<file path="config.mk">
export PLATFORM = sky130hd
export DESIGN_NAME = stm_sequencer_flat
export DESIGN_NICKNAME = d
export VERILOG_FILES = /design/src/rtl/stm_sequencer_if.sv /design/src/rtl/stm_sequencer.sv /design/src/flat_wrapper.sv
export SDC_FILE = /design/constraint.sdc
export NUM_CORES = 1
export LEC_CHECK = 0
export BUFFER_PORTS_ARGS = -buffer_cell sky130_fd_sc_hd__buf_2
export CAP_MARGIN = 20
export CORE_MARGIN = 2
export CORE_UTILIZATION = 51
export CTS_BUF_LIST = sky130_fd_sc_hd__clkbuf_8
export DETAILED_ROUTE_END_ITERATION = 12
export PLACE_DENSITY_LB_ADDON = 0.1
export SLEW_MARGIN = 20
export SYNTH_ARGS = -nofsm -noshare
export SYNTH_HDL_FRONTEND = slang
export SYNTH_SLANG_ARGS = --single-unit
export TNS_END_PERCENT = 10
</file>
<file path="constraint.sdc">
create_clock -name clk -period 2.6 [get_ports clk]
set_clock_uncertainty 0.2 [all_clocks]
set_input_delay 0.39 -clock clk [delete_from_list [all_inputs] [get_ports clk]]
set_output_delay 0.39 -clock clk [all_outputs]
set_load 0.02 [all_outputs]
</file>
<file path="src/rtl/stm_sequencer_if.sv">
// Data-memory write port of the store-multiple sequencer.
// The sequencer drives it through the master modport; the memory answers through the slave modport.
interface stm_sequencer_if;
  logic        mem_we;
  logic [31:0] mem_addr;
  logic [31:0] mem_wd;
  logic        mem_ready;

  modport master (output mem_we, output mem_addr, output mem_wd, input mem_ready);
  modport slave  (input mem_we, input mem_addr, input mem_wd, output mem_ready);
endinterface

</file>
<file path="src/rtl/stm_sequencer.sv">
// Store-multiple sequencer: walks a register list and issues one memory word write per selected register.
// Define STM_R15_EN to honour reglist bit 15, which stores pc_val at the highest address of the block.
module stm_sequencer #(
    parameter int unsigned STEP = 4
) (
    input  logic                   clk,
    input  logic                   reset,
    input  logic                   start,
    input  logic [15:0]            reglist,
    input  logic [31:0]            base_addr,
    input  logic                   up,
    input  logic                   pre,
    input  logic [31:0]            pc_val,
    output logic [3:0]             ra,
    input  logic [31:0]            rd,
    stm_sequencer_if.master        mem,
    output logic                   busy,
    output logic                   done,
    output logic [31:0]            wb_addr
);

    typedef enum logic [1:0] {
        S_IDLE,
        S_WRITE,
        S_DONE
    } state_t;

    state_t      state_q, state_d;
    logic [15:0] pending_q, pending_d;
    logic [31:0] addr_q, addr_d;
    logic [31:0] wb_addr_q, wb_addr_d;

    logic [15:0] eff_list;
    logic [4:0]  cnt;
    logic [31:0] step_w;
    logic [31:0] span;
    logic [3:0]  low_idx;
    logic        found;

`ifdef STM_R15_EN
    assign eff_list = reglist;
`else
    logic unused_r15;
    assign eff_list   = {1'b0, reglist[14:0]};
    assign unused_r15 = ^{pc_val, reglist[15]};
`endif

    assign step_w = 32'(STEP);

    always_comb begin
        cnt = '0;
        for (int unsigned i = 0; i < 16; i++) begin
            cnt = cnt + {4'b0000, eff_list[i]};
        end
        span = step_w * {27'd0, cnt};
    end

    always_comb begin
        low_idx = '0;
        found   = 1'b0;
        for (int unsigned i = 0; i < 16; i++) begin
            if (pending_q[i] && !found) begin
                low_idx = 4'(i);
                found   = 1'b1;
            end
        end
    end

    always_comb begin
        state_d      = state_q;
        pending_d    = pending_q;
        addr_d       = addr_q;
        wb_addr_d    = wb_addr_q;
        ra           = '0;
        mem.mem_we   = 1'b0;
        mem.mem_wd   = '0;
        mem.mem_addr = addr_q;
        busy         = (state_q != S_IDLE);
        done         = (state_q == S_DONE);
        wb_addr      = wb_addr_q;

        case (state_q)
            S_IDLE: begin
                if (start) begin
                    pending_d = eff_list;
                    wb_addr_d = up ? (base_addr + span) : (base_addr - span);
                    // Descending modes start low so the lowest register still lands at the lowest address.
                    case ({up, pre})
                        2'b10:   addr_d = base_addr;
                        2'b11:   addr_d = base_addr + step_w;
                        2'b00:   addr_d = base_addr - span + step_w;
                        default: addr_d = base_addr - span;
                    endcase
                    state_d = (eff_list != '0) ? S_WRITE : S_DONE;
                end
            end
            S_WRITE: begin
                ra         = low_idx;
                mem.mem_we = 1'b1;
`ifdef STM_R15_EN
                mem.mem_wd = (low_idx == 4'd15) ? pc_val : rd;
`else
                mem.mem_wd = rd;
`endif
                if (mem.mem_ready) begin
                    pending_d = pending_q & ~(16'd1 << low_idx);
                    addr_d    = addr_q + step_w;
                    if (pending_d == '0) begin
                        state_d = S_DONE;
                    end
                end
            end
            S_DONE: begin
                state_d = S_IDLE;
            end
            default: begin
                state_d = S_IDLE;
            end
        endcase
    end

    always_ff @(posedge clk or posedge reset) begin
        if (reset) begin
            state_q   <= S_IDLE;
            pending_q <= '0;
            addr_q    <= '0;
            wb_addr_q <= '0;
        end else begin
            state_q   <= state_d;
            pending_q <= pending_d;
            addr_q    <= addr_d;
            wb_addr_q <= wb_addr_d;
        end
    end

endmodule
</file>
<file path="src/flat_wrapper.sv">
// flat-port wrapper written by rule: the top's interface ports become plain ports
module stm_sequencer_flat 
#(
    parameter int unsigned STEP = 4
)
  (clk, reset, start, reglist, base_addr, up, pre, pc_val, ra, rd, busy, done, wb_addr, mem_mem_we, mem_mem_addr, mem_mem_wd, mem_mem_ready);
  stm_sequencer_if mem_i ();
  input  logic clk;
  input  logic reset;
  input  logic start;
  input  logic [15:0] reglist;
  input  logic [31:0] base_addr;
  input  logic up;
  input  logic pre;
  input  logic [31:0] pc_val;
  output logic [3:0] ra;
  input  logic [31:0] rd;
  output logic busy;
  output logic done;
  output logic [31:0] wb_addr;
  output wire logic [$bits(mem_i.mem_we)-1:0] mem_mem_we;
  output wire logic [$bits(mem_i.mem_addr)-1:0] mem_mem_addr;
  output wire logic [$bits(mem_i.mem_wd)-1:0] mem_mem_wd;
  input wire logic [$bits(mem_i.mem_ready)-1:0] mem_mem_ready;
  assign mem_mem_we = mem_i.mem_we;
  assign mem_mem_addr = mem_i.mem_addr;
  assign mem_mem_wd = mem_i.mem_wd;
  assign mem_i.mem_ready = mem_mem_ready;
  stm_sequencer #(.STEP(STEP)) u_core (.clk(clk), .reset(reset), .start(start), .reglist(reglist), .base_addr(base_addr), .up(up), .pre(pre), .pc_val(pc_val), .ra(ra), .rd(rd), .mem(mem_i), .busy(busy), .done(done), .wb_addr(wb_addr));
endmodule
</file>
==> flow_summary.yaml, run 1 <==
cts:
  cts-root-buf: "clkbuf_8"
  cts.clk_slew.worst_paths_ns: 0.10
  cts.sinks: 82
  ctsHtreeMaxLevel: 3
  cts_tree: "built"
  clk_latency_ns: 0.39
  clock_path_buffers: 2
  cts_made_buffers: 9
yosys:
  syn_inst: 1194
  ys_seq_area_share_pct: 23.8
  synth_ff_type: "dfrtp_1"
  synth_area_per_cell_sq_um: 7.21
  synth_fa_ha_area_share_pct: 6.25
  muxShareOfSynthArea_pct: 0.698
  yosysTopAreaCell: "dfrtp_1"
  synth_top_family_by_area: "simple AND/OR/NAND/NOR gates"
  async_flop_share_pct: 100
  yosysUniqueCellTypes: 77
  yosys-top-cells-area: "dfrtp_1, o21ai_0, nand2_1"
  yosys_warnings: 0
  synth_top_area_share_pct: 23.8
  synth-xor-area-share_pct: 8.04
  synth_area_sq_mm: 0.00861
  synth_simple_gate_area_share_pct: 29.0
  synth-compound-area-share_pct: 26.2
  synth_seq_cells: 82
  synth_edf_count: 0
  syn_nets: 1346
setup_path:
  cp_top_family: "adder cells"
  crit_type: "in -> reg"
  cp_slowest_cell: "fa_2"
  cp.arrival_ns: 6.44
  critPathCaptureType: "flip-flop"
  slowest_delay_ns: 0.55
  crit_buf_inv: 6
  cp_max_fo: 5
  reg2reg_depth: 10
  start_kind: "input port"
  cp.depth: 24
  required_ns: 2.68
  cp_cell_sequence: "buf_8, inv_8, ha_4, inv_2, fa_1, fa_2, fa_1, fa_1, inv_2, ha_4, fa_2, xor2_2, ha_4, buf_4, o21bai_1, a211oi_1, nor3_1, a211o_1, a2111oi_2, buf_4, nand4_4, or4b_4, nand3_2, a31oi_1"
timing:
  worst_pin_slew_ns: 0.698
  slew_violations: 0
  finalCriticalPeriod_ns: 6.36
  setup_ws_ns: -3.76
  hold_slack_ns: 0.0555
  final.period_utilization_pct: 245
  tns_ns: -181.74
  finalSetupViolCount: 64
  rsz0062_at_grt: "true"
  maxSlewHeadroom_pct: 53.4
  finalHoldViolations: 0
  clock.fmax_mhz: 157
global_route:
  antenna_found_initial: 0
  track_usage_pct: 39.5
  grt_pass1_wl_mm: 55.6
  grt_pass1_vias: 10128
  overflow: 0
  grt_max_degree: 62
die:
  io_pins: 221
  rows: 47
  core-area_sq_mm: 0.0165
  die_height_um: 134
  die-area_sq_mm: 0.0179
  die_w_um: 134
  start_util_pct: 52.1
placed_design:
  placed_cell_area_sq_mm: 0.0118
  pre_cts_ws_ns: -4.29
  gp_congestion: 1.01
  hpwl_mm: 27.7
  port_buffers: 187
routing:
  routed_wl_mm: 36.6
  drtAntennaViolNets: 0
  drc: 0
  avgRoutedWirePerCell_um: 19.9
  drtIter0Drc: 1315
  vias: 11173
  via_per_inst: 6.10
  dr.pass1.iters: 6
pwr:
  power_mw: 13.0
  vdd_drop_max_mv: 1.14
  powerDensity_mw_per_mm2: 1020
  leakage_nw: 5.68
min_path:
  hold-path-cell-count: 3
  hold_class: "in -> reg"
cells_and_area:
  multi_input_comb_area_sq_mm: 0.00672
  fin_nets: 1760
  nFillCells: 1280
  area_delta_synth_final_pct: 47.7
  diodes: 0
  register_area_sq_mm: 0.00205
  fin_area_sq_mm: 0.0127
  layout-drive-gt1-share_pct: 39.1
status:
  run_status: "finished with violations"
  violations: "negative setup slack"
flow_run:
  cap_violations: 0
## final cells by class
cell class,instances,share of cell area [%]
Sequential cell,82,16.1
Tap cell,220,2.16
Multi-Input combinational cell,979,52.9
Clock buffer,9,0.974
Timing Repair Buffer,482,25.7
Inverter,54,1.70
Clock inverter,7,0.502
## logic make-up (layout without fill, tap and decap cells)
logic type               count (synthesis)  after routing
XOR/XNOR                                79             79
buffers and inverters                  133            552
multiplexers                             6              6
flip-flops                              82             82
AND/OR/NAND/NOR                        499            499
AO/OA/AOI/OAI                          358            358
adder cells (fa/ha/maj)                 37             37
## path summary, 6_finish.rpt
kind | from | endpoint | slack [ns]
worst max register to register | u_core.pending_q[0] | u_core.state_q[1] | -0.09
worst min-delay path | base_addr[1] | u_core.wb_addr[1] | 0.06
max in group asynchronous | reset | u_core.mem.mem_addr[28] | 1.03
worst max-delay path | reglist[1] | u_core.mem.mem_addr[24] | -3.76
min in group asynchronous | reset | u_core.wb_addr[6] | 0.44
worst min register to register | u_core.wb_addr[1] | u_core.wb_addr[1] | 0.28
## metal layers
metal	share of wire, %	global-route usage, %	routed length, um
met4	3.4	13.2	1240
met2	44	60.9	16100
met1	42	56.3	15400
met3	11	6.54	3910
met5	0	0	0
## state kept, by name, summed over array words and instances (netlist names)
signal and count:
u_core.state_q 2, u_core.mem.mem_addr 32, u_core.wb_addr 32, u_core.pending_q 16
## Yosys cell counts, types with 5 or more instances
master,n
nand2_1,128
o21ai_0,116
nor2_1,100
a21oi_1,92
dfrtp_1,82
clkbuf_1,72
xnor2_1,50
inv_1,49
nor3_1,47
and2_1,46
nand3_1,45
xor2_1,29
nor4_1,26
ha_1,23
or3_1,23
nand4_1,20
a31oi_1,19
a211oi_1,17
and3_1,16
o22ai_1,14
a21o_1,11
fa_1,11
nor2b_1,10
o31ai_1,10
or4_1,10
nand3b_1,7
o211ai_1,7
mux2i_1,6
nor4b_1,5
## worst reg2reg max path, delay by kind of cell (launching register included)
| family | cells | cell delay (ns) |
|---|---|---|
| AOI/OAI and AO/OA | 3 | 0.80 |
| DFF | 1 | 0.40 |
| buffers and inverters | 1 | 0.18 |
| and+or+nand+nor | 6 | 1.02 |
## timing repair
action | 4_1_cts | 5_1_grt
setup endpoints to repair | 65 | 67
resized for setup | 91 | 65
pin swaps | 27 | 19
hold buffers | 1 | 0
setup buffers | 4 | 1
endpoints found under the hold margin | 28 | 0
## layout by cell type, fill, tap and decap left out, drive strengths merged, types with 11 or more instances in the layout
cell type and instances:
buf 481, and3 16, nand3 45, fa 11
o21ai 117, nand2 129, xor2 29, a21o 11
ha 23, nor2 100, and2 46, nor4 26
o31ai 11, dfrtp 82, o22ai 14, xnor2 50
or3 23, nor3 47, a21oi 92, nand4 21
a31oi 19, inv 52, a211oi 17
## per-stage QoR
step,util [%],instances
after floorplan,-,1194
after global placement,71.5,1811
after detailed placement,71.5,1811
after CTS,75.1,1832
after global routing,77.0,1833
final,77.0,1833
## report_power, final
part           switching, mW  internal (mW)  leakage (nW)
registers              0.519           1.87          1.00
clock network          0.556          0.437         0.107
logic                   5.57           4.06          4.57
(Power assumes the default switching activity.)
==> run 2, diff against run 1 <==
CORE_MARGIN = 5   (was 2)
REMOVE_ABC_BUFFERS = 1   (was default)
==> run 2 against run 1 <==
  * The flow still finishes with violations (negative setup slack)
  * Highest routed layer unchanged
  * Non-clock buffer count decreased by 3
  * Largest cell class unchanged
  * Global-route usage down 3.2 points
  * Setup slack got worse by 0.036 ns
  * Sequential share of layout area up 0.078 points
  * Clock power increased by 5%
  * Critical endpoint is now u_core.mem.mem_addr[29]
==> flow_summary.yaml, run 2 (synthesis gave the netlist of run 1 again) <==
pwr:
  internal_power_mw: 6.37
  power_mw: 12.9
  powerDensity_mw_per_mm2: 1020
  combPwrFrac_pct: 73.2
  vdd_drop_max_mv: 1.23
  p_sw_share_pct: 50.5
  seq_power_share_pct: 18.8
  p_switching_mw: 6.50
  leakage_nw: 5.62
  clockPowerShare_pct: 8.1
setup_path:
  slowest_delay_ns: 0.54
  cp_max_fo: 5
  cp_slowest_cell: "fa_2"
  cp.arrival_ns: 6.47
  start_kind: "input port"
  crit_type: "in -> reg"
  worstReg2RegStart: "u_core.pending_q[3]"
  reg2reg_depth: 9
  crit_buf_inv: 6
  crit_top_cell: "fa_2"
  reg2reg_to: "u_core.state_q[1]"
  rrSetupSlack_ns: -0.17
  cp_top_family: "adder cells"
  critPathCaptureType: "flip-flop"
  required_ns: 2.67
cells_and_area:
  final_cells: 1831
  layout-drive-gt1-share_pct: 38.1
  fin_util_pct: 76.3
  layout_common_cells: "buf_4, buf_2, nand2_1"
  area_delta_synth_final_pct: 47.0
  final_common_cell: "buf_4"
  fin_nets: 1757
  nFillCells: 1309
min_path:
  hold_start: "base_addr[1]"
  hold_class: "in -> reg"
  holdPathEnd: "u_core.mem.mem_addr[1]"
  hold-path-cell-count: 3
routing:
  via_per_inst: 6.03
  drtAntennaViolNets: 0
  avgRoutedWirePerCell_um: 20.0
  wl_met2_mm: 16.7
  wl_met3_mm: 3.38
  drc: 0
  drtIter0Drc: 1169
  vias: 11033
  routed_wl_mm: 36.6
  dr.max_layer_used: "met4"
  dr.pass1.iters: 5
  drt-met1-wl_mm: 15.1
die:
  io_pins: 221
  start_util_pct: 51.9
  die_w_um: 140
  core-area_sq_mm: 0.0166
  die-area_sq_mm: 0.0196
  die_height_um: 140
  rows: 47
placed_design:
  hpwl_mm: 27.9
  gp_congestion: 1.06
  port_buffers: 187
  dp_cells: 1806
timing:
  finalHoldViolations: 0
  rsz0062_at_grt: "true"
  setup_ws_ns: -3.80
  worst_pin_slew_ns: 0.614
  hold_slack_ns: 0.0124
  finalSetupViolCount: 65
  finalCriticalPeriod_ns: 6.40
  maxSlewHeadroom_pct: 58.7
  tns_ns: -182.82
  clock.fmax_mhz: 156
  slew_violations: 0
  final.period_utilization_pct: 246
cts:
  clk_latency_ns: 0.39
  ctsHtreeMaxLevel: 3
  cts.clk_slew.worst_paths_ns: 0.10
  clock_path_buffers: 2
  cts_tree: "built"
  cts.sinks: 82
  cts_made_buffers: 9
  cts-root-buf: "clkbuf_8"
global_route:
  track_usage_pct: 36.3
  grt_max_degree: 85
  grt_pass1_wl_mm: 57.3
  overflow: 0
  antenna_found_initial: 1
  grt_pass1_vias: 10526
flow_run:
  cap_violations: 0
status:
  run_status: "finished with violations"
  violations: "negative setup slack"
[run 2: cell count changes in the layout (fill, tap and decap cells not counted), moves of 4 or more]
| cell | previous run | this run |
|---|---|---|
| a211oi_1 | 9 | 13 |
| a211oi_2 | 8 | 3 |
| buf_4 | 288 | 281 |
| o21ai_0 | 100 | 94 |
| o21ai_1 | 12 | 20 |
| xnor2_1 | 43 | 47 |
| xnor2_2 | 7 | 3 |
[run 2: routing by layer]
metal,up-vias,global-route usage (%)
met1,5124,49.2
met4,0,13.1
met2,662,59.1
met5,-,0
li1,5147,-
met3,100,5.52
[run 2: timing repair]
action	CTS	global route
endpoints found under the setup margin	66	68
hold buffers	1	0
hold endpoints to repair	82	0
pin swaps	41	6
setup buffers	7	0
gates resized for setup	135	31
[run 2: per-stage QoR]
stage	setup WS, ns	cell area (sq um)
6_report	-3.80	12700
5_1_grt	-3.98	12700
4_1_cts	-3.66	12500
3_5_place_dp	-4.52	11700
3_3_place_gp	-4.43	11700
2_1_floorplan	-5.02	8300
[run 2: power by group through the flow]
stage | clock (mW) | sequential [mW] | combinational [mW]
global placement | 0 | 2.36 | 8.21
global route | 1.09 | 2.49 | 10.1
finish | 1.04 | 2.41 | 9.41
floorplan | 0 | 2.93 | 3.96
detailed placement | 0 | 2.38 | 8.38
CTS | 1.03 | 2.37 | 9.14
[run 2: worst max path at each step]
stage | startpoint | to | depth (start not counted)
2_1_floorplan | reglist[0] | u_core.mem.mem_addr[29] | 20
3_3_place_gp | reglist[0] | u_core.mem.mem_addr[29] | 24
3_5_place_dp | reglist[0] | u_core.mem.mem_addr[20] | 25
4_1_cts | reglist[1] | u_core.mem.mem_addr[29] | 25
5_1_grt | reglist[1] | u_core.mem.mem_addr[16] | 26
6_report | reglist[1] | u_core.mem.mem_addr[29] | 25
[run 2: worst reg2reg max path, delay by kind of cell, from the launching register on]
family / cells / cell delay, ns
AND/OR/NAND/NOR: 4 / 0.86
AO/OA/AOI/OAI: 3 / 0.68
buffers and inverters: 1 / 0.18
flip-flops: 1 / 0.43
adder cells (fa/ha/maj): 1 / 0.35
[run 2: cell type report]
class / count / area [sq um] / share of cell area [%]
clock buffer: 10 / 138 / 1.09
clock inverter: 6 / 58.8 / 0.465
antenna: 1 / 2.50 / 0.0198
multi-input combinational: 979 / 6650 / 52.5
tap: 220 / 275 / 2.17
sequential: 82 / 2050 / 16.2
inverter: 54 / 209 / 1.65
timing repair buffer: 479 / 3270 / 25.9
